**src/rtl/deser_param.sv**
```systemverilog
// Serial-to-parallel collector: packs valid-qualified bits into DATA_W-bit words, MSB- or LSB-first per word.
// Latency: one edge from the completing (or flushing) bit to deser_data_val_o; two extra cycles after reset release.
// Backpressure: none on the input; an unaccepted word is overwritten by the next one and ovf_o pulses.
// Optional DESER_PARITY_EN: adds an even-parity bit after each word and the par_err_o output.
module deser_param #(
    parameter  int DATA_W = 16,
    localparam int CNT_W  = $clog2(DATA_W + 1)
) (
    input  logic              clk_i,
    input  logic              arst_n_i,
    input  logic              data_i,
    input  logic              data_val_i,
    input  logic              msb_first_i,
    input  logic              flush_i,
    input  logic              deser_ready_i,
    output logic [DATA_W-1:0] deser_data_o,
    output logic [CNT_W-1:0]  deser_len_o,
    output logic              deser_data_val_o,
    output logic              ovf_o
`ifdef DESER_PARITY_EN
    ,
    output logic              par_err_o
`endif
);

    localparam logic [1:0] ST_IDLE    = 2'd0;
    localparam logic [1:0] ST_COLLECT = 2'd1;
`ifdef DESER_PARITY_EN
    localparam logic [1:0] ST_PARITY  = 2'd2;
`endif

    localparam logic [CNT_W-1:0] K_LAST = CNT_W'(DATA_W - 1);
    localparam logic [CNT_W-1:0] K_FULL = CNT_W'(DATA_W);

    logic              rst_meta;
    logic              rst_n;

    logic [1:0]        state;
    logic [1:0]        state_nxt;
    logic [CNT_W-1:0]  k;
    logic [CNT_W-1:0]  k_nxt;
    logic [CNT_W-1:0]  k_inc;
    logic [CNT_W-1:0]  pos;
    logic [DATA_W-1:0] sr;
    logic [DATA_W-1:0] sr_next;
    logic              msb_q;
    logic              msb_eff;
    logic              msb_nxt;
    logic              take_bit;
    logic              load;
    logic [CNT_W-1:0]  load_len;
`ifdef DESER_PARITY_EN
    logic              load_par;
`endif

    // Reset asserts immediately but releases only after two clean clock edges.
    always_ff @(posedge clk_i or negedge arst_n_i) begin
        if (!arst_n_i) begin
            rst_meta <= 1'b0;
            rst_n    <= 1'b0;
        end else begin
            rst_meta <= 1'b1;
            rst_n    <= rst_meta;
        end
    end

    // Next-state logic: place the incoming bit, decide completion / flush / parity.
    always_comb begin
        msb_eff   = (state == ST_IDLE) ? msb_first_i : msb_q;
        msb_nxt   = (data_val_i && state == ST_IDLE) ? msb_first_i : msb_q;
        pos       = msb_eff ? (K_LAST - k) : k;
`ifdef DESER_PARITY_EN
        take_bit  = data_val_i && (state != ST_PARITY);
        load_par  = 1'b0;
`else
        take_bit  = data_val_i;
`endif
        k_inc     = k + CNT_W'(take_bit);
        sr_next   = sr;
        for (int i = 0; i < DATA_W; i++) begin
            if (take_bit && CNT_W'(i) == pos) begin
                sr_next[i] = data_i;
            end
        end
        state_nxt = state;
        k_nxt     = k;
        load      = 1'b0;
        load_len  = '0;

        case (state)
`ifdef DESER_PARITY_EN
            ST_PARITY: begin
                // Parity bit closes the word; a flush here gives up on the parity bit.
                if (data_val_i) begin
                    load     = 1'b1;
                    load_len = K_FULL;
                    load_par = (^sr) ^ data_i;
                end else if (flush_i) begin
                    load     = 1'b1;
                    load_len = K_FULL;
                    load_par = 1'b1;
                end
                if (load) begin
                    state_nxt = ST_IDLE;
                    k_nxt     = '0;
                end
            end
`endif
            default: begin
                if (take_bit && k == K_LAST) begin
`ifdef DESER_PARITY_EN
                    if (flush_i) begin
                        load      = 1'b1;
                        load_len  = K_FULL;
                        load_par  = 1'b1;
                        state_nxt = ST_IDLE;
                    end else begin
                        state_nxt = ST_PARITY;
                    end
`else
                    load      = 1'b1;
                    load_len  = K_FULL;
                    state_nxt = ST_IDLE;
`endif
                    k_nxt = '0;
                end else if (flush_i && k_inc != '0) begin
                    load      = 1'b1;
                    load_len  = k_inc;
`ifdef DESER_PARITY_EN
                    load_par  = 1'b1;
`endif
                    state_nxt = ST_IDLE;
                    k_nxt     = '0;
                end else if (take_bit) begin
                    state_nxt = ST_COLLECT;
                    k_nxt     = k_inc;
                end
            end
        endcase
    end

    // Collector state; the shift register is cleared on every load so partial words are zero-padded.
    always_ff @(posedge clk_i or negedge rst_n) begin
        if (!rst_n) begin
            state <= ST_IDLE;
            k     <= '0;
            sr    <= '0;
            msb_q <= 1'b1;
        end else begin
            state <= state_nxt;
            k     <= k_nxt;
            sr    <= load ? '0 : sr_next;
            msb_q <= msb_nxt;
        end
    end

    // Output word register with valid/ready; a load while stalled replaces the word and flags overflow.
    always_ff @(posedge clk_i or negedge rst_n) begin
        if (!rst_n) begin
            deser_data_o     <= '0;
            deser_len_o      <= '0;
            deser_data_val_o <= 1'b0;
            ovf_o            <= 1'b0;
        end else begin
            ovf_o <= load & deser_data_val_o & ~deser_ready_i;
            if (load) begin
                deser_data_o     <= sr_next;
                deser_len_o      <= load_len;
                deser_data_val_o <= 1'b1;
            end else if (deser_data_val_o && deser_ready_i) begin
                deser_data_val_o <= 1'b0;
            end
        end
    end

`ifdef DESER_PARITY_EN
    // Parity error travels with the word it describes.
    always_ff @(posedge clk_i or negedge rst_n) begin
        if (!rst_n) begin
            par_err_o <= 1'b0;
        end else if (load) begin
            par_err_o <= load_par;
        end
    end
`endif

endmodule

```
**config.mk**
```make
export PLATFORM = sky130hd
export DESIGN_NAME = deser_param
export DESIGN_NICKNAME = d
export VERILOG_FILES = /design/src/rtl/deser_param.sv
export SDC_FILE = /design/constraint.sdc
export NUM_CORES = 1
export LEC_CHECK = 0
export ABC_AREA = 0
export BUFFER_PORTS_ARGS = -buffer_cell sky130_fd_sc_hd__buf_2
export CORE_MARGIN = 2
export CORE_UTILIZATION = 50
export DETAILED_ROUTE_END_ITERATION = 10
export PLACE_DENSITY = 0.7
export SYNTH_ARGS = -nofsm -noshare
export SYNTH_HDL_FRONTEND = slang
export SYNTH_SLANG_ARGS = --single-unit
```
**constraint.sdc**
```tcl
create_clock -name clk_i -period 2.6 [get_ports clk_i]
set_clock_uncertainty 0.1 [all_clocks]
set_input_delay 0.26 -clock clk_i [delete_from_list [all_inputs] [get_ports clk_i]]
set_output_delay 0.26 -clock clk_i [all_outputs]
set_load 0.05 [all_outputs]
```
After elaboration in Yosys (flattened, before gate mapping)
Index checks and enable logic that the tools add are counted.
{"block": "word_totals", "reg_bits": 49, "latch_bits": 0, "ram_bits": 0, "mem_bits_ro": 0, "input_bits": 7, "out_inout_bits": 23, "wordCells": 87, "n_memories": 0}
{"block": "op_classes", "n_addsub": 2, "mul": 0, "div": 0, "n_lt_le_gt_ge": 0, "eq_ne": 16, "shifts": 0, "muxes": 31, "n_bitwise": 3, "reduce_logical": 25}
{"cell": "4-bit by 5-bit == test with 1-bit output, first input constant", "count": 8}
{"cell": "5-bit 2-to-1 mux", "count": 6}
{"cell": "1-bit 2-to-1 mux", "count": 21}
{"cell": "3-bit by 5-bit == test with 1-bit output, first input constant", "count": 4}
{"cell": "1-bit logical AND", "count": 20}
{"cell": "16-bit 2-to-1 mux", "count": 1}
{"cell": "2-bit by 5-bit == test with 1-bit output, first input constant", "count": 2}
{"cell": "2-bit 2-to-1 mux", "count": 3}
{"cell": "5-bit by 1-bit adder with 5-bit output", "count": 1}
{"cell": "1-bit by 5-bit == test with 1-bit output, first input constant", "count": 1}
{"cell": "5-bit by 4-bit == test with 1-bit output, second input constant", "count": 1}
{"cell": "5-bit zero test", "count": 1}
{"cell": "5-bit nonzero test", "count": 1}
{"cell": "4-bit by 5-bit subtractor with 5-bit output, first input constant", "count": 1}
{"cell": "3-bit nonzero test", "count": 1}
{"cell": "1-bit bitwise AND", "count": 2}
{"cell": "2-bit zero test", "count": 1}
{"cell": "2-bit nonzero test", "count": 1}
{"cell": "1-bit inverter", "count": 1}

Logic depth before layout (Yosys ltp)
{"block": "logic_depth", "depth_word": 7, "ltp_mapped": 9, "depth_no_buf": 7}

Least setup slack after synthesis
No wires, ideal clock.
{"block": "synth_timing", "kind": "reg-to-reg", "start": "reg k[0]", "end": "reg sr[10]", "arrival_ps": 1991, "setup_slack_ps": 437, "stages_incl_launch_ff": 10, "path_buffers": 2, "cell_sequence": "dfrtp_1 -> ha_1 -> ha_1 -> nor3_1 -> a31oi_1 -> o41a_1 -> or2_1 -> buf_2 -> buf_4 -> nor2_1"}
{"block": "synth_between", "elab_chain_len": 6, "word_cells_on_any_way": 13, "cone_classes": "add/sub (2); eq/ne (2); mux (5); reduce/logical (4)"}
{"item": "from (decl)", "line_no": "40", "text": "logic [CNT_W-1:0] k;"}
{"item": "from (signal assigned)", "line_no": "151", "text": "k <= k_nxt;"}
{"item": "4-bit by 5-bit subtractor with 5-bit output or 5-bit by 1-bit adder with 5-bit output (tied branches)", "line_no": "71, 78"}
{"item": "5-bit 2-to-1 mux or 5-bit nonzero test (tied branches)", "line_no": "71, 126"}
{"item": "4-bit by 5-bit == test with 1-bit output or 1-bit logical AND (tied branches)", "line_no": "81, 126"}
{"item": "1-bit logical AND or 1-bit 2-to-1 mux (tied branches)", "line_no": "81, 126"}
{"item": "1-bit 2-to-1 mux, on equally long branches", "line_no": "81, 110"}
{"item": "16-bit 2-to-1 mux *", "line_no": "152", "text": "sr <= load ? '0 : sr_next;"}
{"item": "to (signal assigned)", "line_no": "152"}
{"item": "to (decl)", "line_no": "44", "text": "logic [DATA_W-1:0] sr;"}
Every way passes the cells marked *; elsewhere a longest branch is shown, timed or not.
A chain may end at the register's enable or synchronous reset.

Worst setup path after layout
{"block": "layout_timing", "start": "reg k[0]", "end": "reg deser_data_o[5]"}
{"block": "layout_between", "elab_chain_len": 5, "word_cells_on_any_way": 12, "cone_classes": "add/sub (2); eq/ne (2); mux (4); reduce/logical (4)"}
{"item": "4-bit by 5-bit subtractor with 5-bit output or 5-bit by 1-bit adder with 5-bit output (tied branches)", "line_no": "71, 78"}
{"item": "5-bit 2-to-1 mux or 5-bit nonzero test (tied branches)", "line_no": "71, 126"}
{"item": "3-bit by 5-bit == test with 1-bit output or 1-bit logical AND (tied branches)", "line_no": "81, 126"}
{"item": "1-bit logical AND or 1-bit 2-to-1 mux (tied branches)", "line_no": "81, 126"}
{"item": "1-bit 2-to-1 mux, on equally long branches", "line_no": "81, 110"}
{"item": "to (signal assigned)", "line_no": "167", "text": "deser_data_o <= sr_next;"}
{"item": "to (decl)", "line_no": "16", "text": "output logic [DATA_W-1:0] deser_data_o,"}
Parallel ways exist; a longest one is shown, timed or not.

==> key figures <==
Outcome
  • Outcome: finished, final reports clean

Yosys
  • Mapped Avg Cell Area: 9.46 um2
  • Mux contribution to synthesized area: 8.15%
  • Area contributors post-synth: dfrtp_1 (50%), mux2i_1 (7.2%), a21oi_1 (5.9%)
  • Post-synthesis compound-gate area fraction: 11.2%
  • Synth Area in Simple Gates: 22.2%
  • Library cells used by synthesis: 36
  • Sequential area share after synthesis: 50.8%
  • Post-Synth XOR/XNOR Area: 1.48%
  • FF+latch count, synth: 48
  • Post-synth top area share: 49.7%
  • Biggest area consumer among synthesized cells: dfrtp_1
  • Warnings from Yosys: 0
  • Synth Instances: 250
  • Syn Nets: 259
  • Adder-cell share of the synthesized area: 1.06%
  • Main combinational cell family by area after synthesis: simple AND/OR/NAND/NOR gates
  • Netlist Area Pre-Place: 0.00236 mm2

Global route
  • Gr usage total: 20.0%
  • GR Overflow Total: 0
  • Vias in the first global route: 1759
  • Largest net degree at the start of global routing: 47
  • Initial antenna violation count: 0
  • First-pass GRT wire length: 8230 um

Routing
  • Met1 WL: 2330 um
  • DR vias: 1864
  • Wire length on met2: 2290 um
  • Vias per cell: 5.68
  • Top Layer Used: met4
  • Met3 WL post-DR: 114 um
  • Wire per inst: 14.7 um
  • Routed Antenna Nets: 0
  • Drt first pass iters: 4
  • Total wire length: 4810 um
  • First DRT Iteration DRCs: 118
  • Drt drc: 0

Clocking
  • CTS Buffer Depth: 2
  • CTS tree: yes
  • Clk_lat worst skew: 0.30 ns
  • Clock Tree Root: clkbuf_8
  • CTS Sinks: 48
  • Clock buffer count from CTS: 5
  • Worst-path clk slew: 0.09 ns
  • Htree depth: 2

Timing
  • Fin crit period: 2.33 ns
  • Final Max Slew Viols: 0
  • Finish-stage setup viols: 0
  • Slew headroom: 36.1%
  • Tcrit/Tclk final: 89.4%
  • Sum Neg Setup Slack: 0 ns
  • Final WS setup: 0.274 ns
  • FMAX: 430 MHz
  • RSZ-0062 raised after global routing: no
  • Worst-margin pin slew: 0.959 ns
  • Hold Violations, Final: 0

Finish
  • Share of post-route cells with drive strength above 1: 18.6%
  • Area growth syn-to-layout: 12.0%
  • Fin area: 0.00265 mm2
  • Layout Cells excl Fill: 328
  • Antenna diodes: 0
  • Fin nets: 282

Placement
  • Post-detail-place hpwl: 3180 um
  • Routability cong.: 0.824
  • Area after DPL: 0.00255 mm2
  • Pre-CTS setup slack: 0.317 ns
  • Port Buffers: 29
  • Placed Cells: 319

Floorplan
  • Io pins: 30
  • FP Rows: 25
  • Initial Util: 51.1%
  • Core area: 0.00463 mm2
  • Die width: 72.8 um
  • Die height: 72.8 um
  • Die Area: 0.00530 mm2

Setup path
  • Worst EP arrival: 2.46 ns
  • Crit end category: flip-flop
  • Worst Reg-to-Reg Cells: 8
  • Reg2reg setup slack: 0.27 ns
  • FF-to-FF End: deser_data_o[5]
  • CP delay by family, top: compound AO/OA/AOI/OAI gates
  • Crit Path Max Fanout: 28
  • Required time of the critical path: 2.73 ns
  • Critical R2R Launch: k[0]
  • Worst Path Buf+Inv: 1
  • Slowest library cell on the worst path: dfrtp_1
  • Critical path class: reg2reg
  • Startpoint class of the critical path: flip-flop
  • Most used cell, CP: ha_1
  • Crit path cell chain: ha_1 > ha_1 > nor3_1 > a31oi_1 > o41a_1 > or2_1 > buf_12 > a21oi_1
  • Critical path's largest stage delay: 0.40 ns

Hold path
  • Hold Crit Endpoint: ovf_o
  • Hold_sp: deser_ready_i
  • Hold Path Class: in2reg
  • Worst Hold Path Cells: 3

Power and ir drop
  • LEAKAGE: 1.19 nW
  • Pwr dens: 807 mW/mm2
  • Maximum vdd drop: 0.368 mV
  • Tot Pwr: 2.14 mW

Job
  • Max-cap violations: 0
-- cells in the final DEF, fill, tap and decap left out, types with 2 or more instances in the layout --
cell type  count
nor3_1        22
a31oi_1        2
nor2b_1        5
dfrtp_1       46
mux2_2         2
nand2_1        7
nand3_1       22
a211oi_1       2
a21oi_1       28
nand2b_1       8
mux2i_1       17
buf_2         29
buf_4          8
ha_1           2
nor4_1         8
xnor2_1        3
o21ai_0       10
nor2_1        25
clkbuf_8       5
-- worst max-delay path by stage --
stage	start	end	slack, ns	cells past startpoint
after global placement	data_val_i	deser_data_o[14]	0.36	9
after CTS	k[0]	deser_data_o[5]	0.27	8
after floorplan	k[0]	sr[10]	0.44	9
final	k[0]	deser_data_o[5]	0.27	8
after global routing	k[0]	deser_data_o[8]	0.13	8
after detailed placement	data_val_i	deser_data_o[10]	0.32	9
-- per-stage QoR --
stage	utilization (%)	hold WS [ns]
after CTS	57.2	0.106
after global placement	55.0	-0.0550
after global routing	57.2	0.118
after floorplan	-	-0.136
after detailed placement	55.0	-0.0530
final	57.2	0.109
-- where the power goes --
part	leakage [nW]	total [mW]	internal (mW)	switching [mW]
clock	0.0485	0.455	0.193	0.262
combinational	0.528	0.750	0.193	0.557
sequential	0.617	0.931	0.861	0.0707
total	1.19	2.14	1.25	0.890
-- layer usage --
layer / track usage (%) / vias to the layer above
li1: - / 931
met2: 31.9 / 25
met3: 3.04 / 6
met1: 28.0 / 902
met5: 0 / -
met4: 7.00 / 0
-- sequential cells by signal, indices dropped and copies added (netlist names) --
| signal | count |
|---|---|
| deser_data_o | 16 |
| sr | 16 |
| deser_len_o | 5 |
| k | 5 |
| deser_data_val_o | 1 |
| msb_q | 1 |
| ovf_o | 1 |
| rst_meta | 1 |
| rst_n | 1 |
| state | 1 |
-- synthesized netlist by cell type --
master,count
mux2i_1,17
nor2b_1,5
a21o_1,1
buf_4,2
nor2_1,25
buf_2,6
or4_1,1
conb_1,1
ha_1,2
and2_1,1
nand3_1,22
o32ai_1,1
o21ai_0,10
a21oi_1,28
o41a_1,1
nand4_1,1
buf_6,2
a211oi_1,2
nand2_1,7
nor3b_1,1
nor3_1,23
a31oi_1,2
dfrtp_1,47
or2_1,1
xor2_1,1
nor4_1,8
xnor2_1,3
or3_1,1
mux2_2,2
dfstp_2,1
o31ai_1,1
a22oi_1,1
nand2b_1,8
clkbuf_1,13
o21ai_1,1
nand3b_1,1
-- tightest hold or removal path, cell delays in order --
cell and delay [ns]:
buf_2 0.07, nand2b_1 0.11, nor2_1 0.04
-- cell families after synthesis --
group / Yosys count
flip-flops: 48
multiplexers: 19
buffers and inverters: 23
AO/OA/AOI/OAI: 48
adder cells (fa/ha/maj): 2
AND/OR/NAND/NOR: 105
XOR/XNOR: 4
other: 1
-- cell type report --
cell class | instances | area (um2)
clock inverter | 3 | 22.5
multi-input combinational | 179 | 1050
fill | 423 | 1980
timing repair buffer | 39 | 235
sequential | 48 | 1200
clock buffer | 5 | 68.8
tap | 54 | 67.6
-- what timing repair did --
action                                 in CTS  in global routing
endpoints found under the hold margin       2                  0
resized for setup                           0                  0
setup buffers                               0                  0
hold buffers                                1                  0
(Power assumes the default switching activity.)
